File: config.mk
export PLATFORM = sky130hd
export DESIGN_NAME = fft_bitrev_reader
export DESIGN_NICKNAME = d
export VERILOG_FILES = /design/src/rtl/fft_pkg.sv /design/src/rtl/fft_skid_fifo2.sv /design/src/rtl/fft_bitrev_reader.sv
export SDC_FILE = /design/constraint.sdc
export NUM_CORES = 1
export LEC_CHECK = 0
export BUFFER_PORTS_ARGS = -buffer_cell sky130_fd_sc_hd__buf_4
export CAP_MARGIN = 40
export CORE_UTILIZATION = 48
export DETAILED_ROUTE_END_ITERATION = 7
export PLACE_DENSITY = 0.71
export RECOVER_POWER = 50
export SYNTH_ARGS = -nofsm -noshare
export SYNTH_HDL_FRONTEND = slang
export SYNTH_SLANG_ARGS = --single-unit
File: constraint.sdc
create_clock -name clk -period 7.6 [get_ports clk]
set_input_delay 0 -clock clk [delete_from_list [all_inputs] [get_ports clk]]
set_output_delay 0 -clock clk [all_outputs]
set_load 0.1 [all_outputs]
File: src/rtl/fft_pkg.sv
// Shared FFT definitions: default widths, reader FSM encoding and the
// bit-reverse helper used by the address generators.
package fft_pkg;

  localparam int unsigned AddrWDefault = 5;
  localparam int unsigned DataWDefault = 32;
  localparam int          MaxAddrW     = 16;

  typedef enum logic [1:0] {
    StIdle  = 2'd0,
    StRun   = 2'd1,
    StDrain = 2'd2
  } fft_state_e;

  // Reverses the low `width` bits of val; bits at or above width must be zero.
  function automatic logic [MaxAddrW-1:0] bit_reverse(input logic [MaxAddrW-1:0] val,
                                                      input int unsigned       width);
    logic [MaxAddrW-1:0] rev;
    rev = '0;
    for (int i = 0; i < MaxAddrW; i++) begin
      rev[i] = val[MaxAddrW-1-i];
    end
    return rev >> (MaxAddrW - width);
  endfunction

endpackage

File: src/rtl/fft_skid_fifo2.sv
// Two-entry FIFO carrying a sample and its end-of-frame flag, valid/ready on both sides.
// Head outputs read as zero while empty.
module fft_skid_fifo2 #(
  parameter int unsigned DATA_W = 32
) (
  input  logic              clk_i,
  input  logic              clr_i,
  input  logic              in_valid_i,
  output logic              in_ready_o,
  input  logic [DATA_W-1:0] in_data_i,
  input  logic              in_last_i,
  output logic              out_valid_o,
  input  logic              out_ready_i,
  output logic [DATA_W-1:0] out_data_o,
  output logic              out_last_o,
  output logic [1:0]        count_o
);

  logic [DATA_W-1:0] data_q [2];
  logic [DATA_W-1:0] data_d [2];
  logic [1:0]        last_q, last_d;
  logic              wr_ptr_q, wr_ptr_d;
  logic              rd_ptr_q, rd_ptr_d;
  logic [1:0]        count_q, count_d;
  logic              push, pop;

  assign out_valid_o = (count_q != 2'd0);
  assign pop         = out_valid_o & out_ready_i;
  // A full buffer can still take a write when the head leaves in the same cycle.
  assign in_ready_o  = (count_q != 2'd2) | pop;
  assign push        = in_valid_i & in_ready_o;

  assign out_data_o  = out_valid_o ? data_q[rd_ptr_q] : '0;
  assign out_last_o  = out_valid_o ? last_q[rd_ptr_q] : 1'b0;
  assign count_o     = count_q;

  always_comb begin
    data_d   = data_q;
    last_d   = last_q;
    wr_ptr_d = wr_ptr_q;
    rd_ptr_d = rd_ptr_q;
    count_d  = count_q + {1'b0, push} - {1'b0, pop};
    if (push) begin
      data_d[wr_ptr_q] = in_data_i;
      last_d[wr_ptr_q] = in_last_i;
      wr_ptr_d         = ~wr_ptr_q;
    end
    if (pop) begin
      rd_ptr_d = ~rd_ptr_q;
    end
  end

  always_ff @(posedge clk_i) begin
    if (clr_i) begin
      data_q   <= '{default: '0};
      last_q   <= '0;
      wr_ptr_q <= 1'b0;
      rd_ptr_q <= 1'b0;
      count_q  <= 2'd0;
    end else begin
      data_q   <= data_d;
      last_q   <= last_d;
      wr_ptr_q <= wr_ptr_d;
      rd_ptr_q <= rd_ptr_d;
      count_q  <= count_d;
    end
  end

endmodule

File: src/rtl/fft_bitrev_reader.sv
// Reads a finished FFT buffer in bit-reversed address order and streams the
// samples out in natural frequency order over a valid/ready interface.
module fft_bitrev_reader
  import fft_pkg::*;
#(
  parameter int unsigned ADDR_W = AddrWDefault,
  parameter int unsigned DATA_W = DataWDefault
) (
  input  logic              clk,
  input  logic              clr,
  input  logic              start,
  output logic              rd_en,
  output logic [ADDR_W-1:0] rd_addr,
  input  logic [DATA_W-1:0] rd_data,
  output logic              out_valid,
  input  logic              out_ready,
  output logic [DATA_W-1:0] out_data,
  output logic              out_last,
  output logic              busy,
  output logic              done
);

  localparam logic [ADDR_W-1:0] LastIdx = '1;

  fft_state_e        state_q, state_d;
  logic [ADDR_W-1:0] cnt_q, cnt_d;
  logic              inflight_q, inflight_d;
  logic              inflight_last_q, inflight_last_d;
  logic              done_q, done_d;

  logic [1:0]        fifo_count;
  logic              fifo_in_ready;
  logic              pop;
  logic [2:0]        occ;

  assign pop = out_valid & out_ready;
  // Entries that will be held next cycle without a new read: buffer + in-flight - leaving head.
  assign occ = {1'b0, fifo_count} + {2'b0, inflight_q} - {2'b0, pop};

  always_comb begin
    state_d         = state_q;
    cnt_d           = cnt_q;
    inflight_d      = 1'b0;
    inflight_last_d = 1'b0;
    done_d          = 1'b0;
    rd_en           = 1'b0;
    unique case (state_q)
      StIdle: begin
        if (start) begin
          state_d = StRun;
          cnt_d   = '0;
        end
      end
      StRun: begin
        if (occ < 3'd2) begin
          rd_en           = 1'b1;
          inflight_d      = 1'b1;
          inflight_last_d = (cnt_q == LastIdx);
          cnt_d           = cnt_q + ADDR_W'(1);
          if (cnt_q == LastIdx) begin
            state_d = StDrain;
          end
        end
      end
      StDrain: begin
        if (pop && out_last) begin
          state_d = StIdle;
          done_d  = 1'b1;
        end
      end
      default: state_d = StIdle;
    endcase
  end

  assign rd_addr = rd_en ? ADDR_W'(bit_reverse(MaxAddrW'(cnt_q), ADDR_W)) : '0;
  assign busy    = (state_q != StIdle);
  assign done    = done_q;

  always_ff @(posedge clk) begin
    if (clr) begin
      state_q         <= StIdle;
      cnt_q           <= '0;
      inflight_q      <= 1'b0;
      inflight_last_q <= 1'b0;
      done_q          <= 1'b0;
    end else begin
      state_q         <= state_d;
      cnt_q           <= cnt_d;
      inflight_q      <= inflight_d;
      inflight_last_q <= inflight_last_d;
      done_q          <= done_d;
    end
  end

  fft_skid_fifo2 #(
    .DATA_W(DATA_W)
  ) u_fifo (
    .clk_i      (clk),
    .clr_i      (clr),
    .in_valid_i (inflight_q),
    .in_ready_o (fifo_in_ready),
    .in_data_i  (rd_data),
    .in_last_i  (inflight_last_q),
    .out_valid_o(out_valid),
    .out_ready_i(out_ready),
    .out_data_o (out_data),
    .out_last_o (out_last),
    .count_o    (fifo_count)
  );

  // The issue rule reserves a slot for every read, so returning data is never refused.
  a_no_overflow: assert property (@(posedge clk) disable iff (clr) inflight_q |-> fifo_in_ready);

endmodule

# Word level (Yosys, flattened, before mapping)
# Index checks and enable logic that the tools add are counted.
# word_totals
wordCells	77
regBits	80
output_inout_bits	42
# classes
eq_ne	8
reduce_logical	11
order_cmp	7
add_sub_neg	5
muxes	25
n_bitwise	10
# op_table
cell	count
$mux W32	5
$bwmux W64	1
$demux W32 S1	1
$mux W5	3
$ne A2 B2 Y1 const B	5
$pmux W5 S2	1
$mux W2	4
$mux W1	7
$pmux W2 S3	1
$reduce_bool A2 Y1	3
$add A5 B1 Y5 const B	1
$eq A5 B5 Y1 const B	1
$not A1 Y1	5
$ge A2 B2 Y1 const B	2
$lt A1 B2 Y1 const B	2
$not A1 Y2	2
$reduce_and A4 Y1	1
$add A2 B1 Y3	1
$logic_and A1 B1 Y1	3
$lt A3 B2 Y1 const B	1
$reduce_and A3 Y1	1
$reduce_or A3 Y1	1
$sub A3 B1 Y3	1
$add A2 B1 Y2	1
other kinds (11)	12

# Logic depth before layout (Yosys ltp)
# logic_depth
depth_word	7
mapped_depth	11

# Cells and area by module
# Synthesis repeated with hierarchy kept, for this count alone.
# unflattened
hier_cells	450
area_unflattened_um2	3995.1
# modules_own_cells
mod	cells_per_inst	instances	area_per_inst_um2
fft_skid_fifo2	389	1	3437.0
fft_bitrev_reader	61	1	558.0

# Worst setup path before layout
# Ideal clock, no wire load.
# synth_timing
path_type	flip-flop to output port
start	register u_fifo.count_q[1] (netlist: u_fifo.count_o[1])
end	output port rd_addr[0]
path_stages_with_launch	11
required_time_ns	7.600
n_path_buf	2
t_arrival_ns	2.995
slack_ns	4.605
cell_sequence	dfxtp_1 > buf_6 > o21ai_0 > inv_1 > ha_1 > inv_1 > nand2_1 > fa_1 > and3b_1 > clkbuf_1 > and3_1
# synth_between
elab_chain_len	7
elab_cells_between_ends	8
classes_between	add/sub (2); order compare (1); mux (3); bitwise (1); reduce/logical (1)
# synth_lines
element	line	source
from (decl)	fft_skid_fifo2.sv:24	logic [1:0] count_q, count_d;
from (signal assigned)	fft_skid_fifo2.sv:65	count_q <= count_d;
$reduce_bool A2 Y1	fft_skid_fifo2.sv:27	assign out_valid_o = (count_q != 2'd0);
$and A1 B1 Y1	fft_bitrev_reader.sv:36	assign pop = out_valid & out_ready;
via pop	fft_bitrev_reader.sv:33	logic pop;
$sub A3 B1 Y3	fft_bitrev_reader.sv:38	assign occ = {1'b0, fifo_count} + {2'b0, inflight_q} - {2'b0, pop};
$lt A3 B2 Y1	fft_bitrev_reader.sv:55	if (occ < 3'd2) begin
$mux W1	fft_bitrev_reader.sv:55	
$mux W1	--	
$mux W5	fft_bitrev_reader.sv:75	assign rd_addr = rd_en ? ADDR_W'(bit_reverse(MaxAddrW'(cnt_q), ADDR_W)) : '0;
to (decl)	fft_bitrev_reader.sv:13	output logic [ADDR_W-1:0] rd_addr,
# The timed path passes the listed nets, and every way through them passes these cells.

# Worst setup path after layout
# layout_timing
start	register u_fifo.rd_ptr_q
end	output port out_last
# layout_between
elab_chain_len	3
# layout_lines
element	line	source
from (decl)	fft_skid_fifo2.sv:23	logic rd_ptr_q, rd_ptr_d;
from (signal assigned)	fft_skid_fifo2.sv:64	rd_ptr_q <= rd_ptr_d;
$mux W1 (not written as such) (2 in series)	fft_skid_fifo2.sv:34	assign out_last_o = out_valid_o ? last_q[rd_ptr_q] : 1'b0;
$mux W1	fft_skid_fifo2.sv:34	
to (decl)	fft_bitrev_reader.sv:18	output logic out_last,
# No other way between the ends. The select of a mux whose other input is x is not followed.

==> metrics <==
status finished, violations left; failing checks capacitance limit, slew limit; Clk pin slew, worst setup/hold paths approximately 70 ps; largest net degree at the start of global routing between 100 and 150; Yosys cell types 35; Root Driver clkbuf_8; Final GP Congestion between 0.7 and 0.8; M1 WL just over 4000 microns; area share of the largest cell type after synthesis 40.2%; Lkg Pwr about 2.1 nW; mapped cell area between 0.003 and 0.004 sq mm; ranking of synthesized cells by area dfxtp_1, mux2i_1, nand2b_1; via count of the first global-routing pass slightly above 3000; Mean Syn Cell Area ~9.6 sq um; Filler Cell Count roughly 670; final cell count without fillers 617; sequential standard cell area between 0.0015 and 0.002 sq mm; Critical Path Sink Type primary output; Tcrit/Tclk final 44.6%; worst-path fanout max 24; Worst EP required between 7000 and 8000 ps; Final ANT Viol Nets 0; setup TNS 0 ps; cell count after synthesis between 400 and 500; Die X slightly above 90 microns; final hold viol count 0; largest area contributor in the netlist dfxtp_1; Fmax roughly 300 MHz; CTS sink count 80; Synthesis Warnings 0; Die Area just under 0.009 sq mm; Synthesized Nets 456; Hold Crit Class input pin to flip-flop; Finish-stage setup viols 0; Die Y ~93 microns; Final Slew Violations 54; Worst R2R End state_q[1]; RSZ-0062 raised after global routing false; Power Density ~270 mW/mm^2; area grow syn2layout 27.5%; CP Class flip-flop to primary output; slew at the pin with the worst max-slew slack about 2200 ps; first-pass GRT wire length 14000 microns; CTS tree built; Final WS setup roughly 4200 ps; reg2reg start u_fifo.rd_ptr_q; grt ovf 0; peak supply drop about 200 uV; WL met3 about 230 microns; Vias per Instance ~5; area occupied by multi-input gates around 0.0022 sq mm; main flop type after synthesis dfxtp_1; Critical Path Start u_fifo.rd_ptr_q; Worst slew margin -44.3%; Post-synth EDFFs 0; initial antenna violation count 0; placed instance count 567; via count 3062; total track usage around 20%; DRC viols 0; reg2reg path depth 4; Max Root-Sink Buffers 2; Critical Path End out_last; post-CTS setup buffer count 0; I/O pin count 78; highest metal used met4; nets@finish ~550; register-to-register setup slack 4570 ps; cts bufs inserted 9; ANT cells 0; Initial Util 50.5%; Core Box Area 0.00789 sq mm; DR pass1 iterations 4; routed length on met2 3970 microns; I/O Buffers just under 80; Routed WL between 8000 and 9000 microns; post-synthesis sequential area ratio between 40% and 50%; hpwl dp between 5000 and 6000 microns; H-Tree Depth 3; Worst-Skew Late Latency ~340 ps; Tmin final around 3400 ps; WL per Instance between 10 and 15 microns; Critical Path Start Type flip-flop; Synth async-reset ratio 0%; Synth Register Bits 80; Layout Skew ~7.9 ps; Worst Setup Slack post-DPL 4440 ps; share of cells above drive strength 1 between 10% and 20%; worst endpoint data arrival time around 3400 ps; maxcap violations 2; row count 32; 1st-iter DRT viols between 80 and 90
[cells in the final DEF, fill, tap and decap left out, types with 2 or more instances in the layout]
cell and n:
a21oi_1 5, a31oi_1 2, and3_1 7, buf_4 68, bufinv_16 2, clkbuf_1 15
clkbuf_8 10, dfxtp_1 80, dlygate4sd3_1 33, ha_1 5, inv_1 8, mux2i_1 99
nand2_1 2, nand2b_1 100, nand3_1 2, nand3b_1 4, nand4_1 2, nor2_1 39
nor2b_1 3, nor3b_1 2, o211ai_1 4, o21ai_0 4, xnor2_1 2, xor2_1 2
[worst min-delay path by stage]
stage                      from                end  slack [ps]  depth (start not counted)
floorplan            rd_data[8]  u_fifo.data_q[40]         180                          2
finish                out_ready               done         100                          3
detailed placement   rd_data[9]  u_fifo.data_q[41]         300                          3
CTS                   out_ready    u_fifo.wr_ptr_q          50                          4
global placement    rd_data[18]  u_fifo.data_q[50]         280                          3
global route          out_ready               done         110                          3
[power by group]
part | switching (mW) | internal (mW)
clock | 0.145 | 0.194
combinational | 0.363 | 0.190
sequential | 0.0411 | 0.463
total | 0.548 | 0.847
[synth_stat cells, drive strengths merged (4+ instances only)]
cell    count
nand3b      4
ha          5
and3        7
buf        10
mux2i      99
nor2       39
o21ai       4
a21oi       5
inv         8
o211ai      4
nand2b    100
dfxtp      80
clkbuf     20
[logic make-up after synthesis]
| group | count (synthesis) | share of synthesized area, % |
|---|---|---|
| flip-flops | 80 | 40.2 |
| XOR/XNOR | 4 | 0.880 |
| AO/OA/AOI/OAI | 18 | 2.80 |
| adder cells (fa/ha/maj) | 6 | 2.07 |
| multiplexers | 99 | 24.9 |
| buffers and inverters | 38 | 4.49 |
| AND/OR/NAND/NOR | 169 | 24.7 |
[repair_timing]
| item | CTS | global route |
|---|---|---|
| gates resized for setup | 0 | 0 |
| hold buffers | 33 | 0 |
| hold endpoints to repair | 65 | 0 |
[flip-flops by register name (all words and copies together), names as in the netlist]
register	cells
done	1
cnt_q	5
u_fifo.rd_ptr_q	1
u_fifo.last_q	2
u_fifo.data_q	64
inflight_q	1
u_fifo.count_o	2
u_fifo.wr_ptr_q	1
inflight_last_q	1
state_q	2
[metal layers]
layer / track usage, % / up-vias
met4: 8.08 / 0
met5: 0 / -
li1: - / 1571
met2: 35.7 / 49
met1: 24.6 / 1432
met3: 2.76 / 10
[final cells by class]
| type | instances | share of cell area, % |
|---|---|---|
| Inverter | 8 | 0.591 |
| Clock inverter | 3 | 1.28 |
| Tap cell | 102 | 2.51 |
| Timing Repair Buffer | 115 | 18.0 |
| Sequential cell | 80 | 31.5 |
| Multi-Input combinational cell | 296 | 43.2 |
| Clock buffer | 13 | 2.93 |
[metrics by stage]
stage | power, mW | cell area [sq um] | hold slack (ps) | utilization, %
global placement | 1.03 | 4570 | 284 | 57.9
CTS | 1.42 | 5160 | 54.4 | 65.5
floorplan | 0.936 | 3980 | 176 | -
detailed placement | 1.07 | 4620 | 299 | 58.6
global route | 1.47 | 5080 | 105 | 64.4
finish | 1.39 | 5080 | 96.1 | 64.4
[worst max-delay path: stages, from the launching register on]
cell	delay (ps)
dfxtp_1	770
clkbuf_1	1400
mux2i_1	380
nor2_1	180
buf_4	310
No activity file was read; power rests on OpenSTA's default activity.
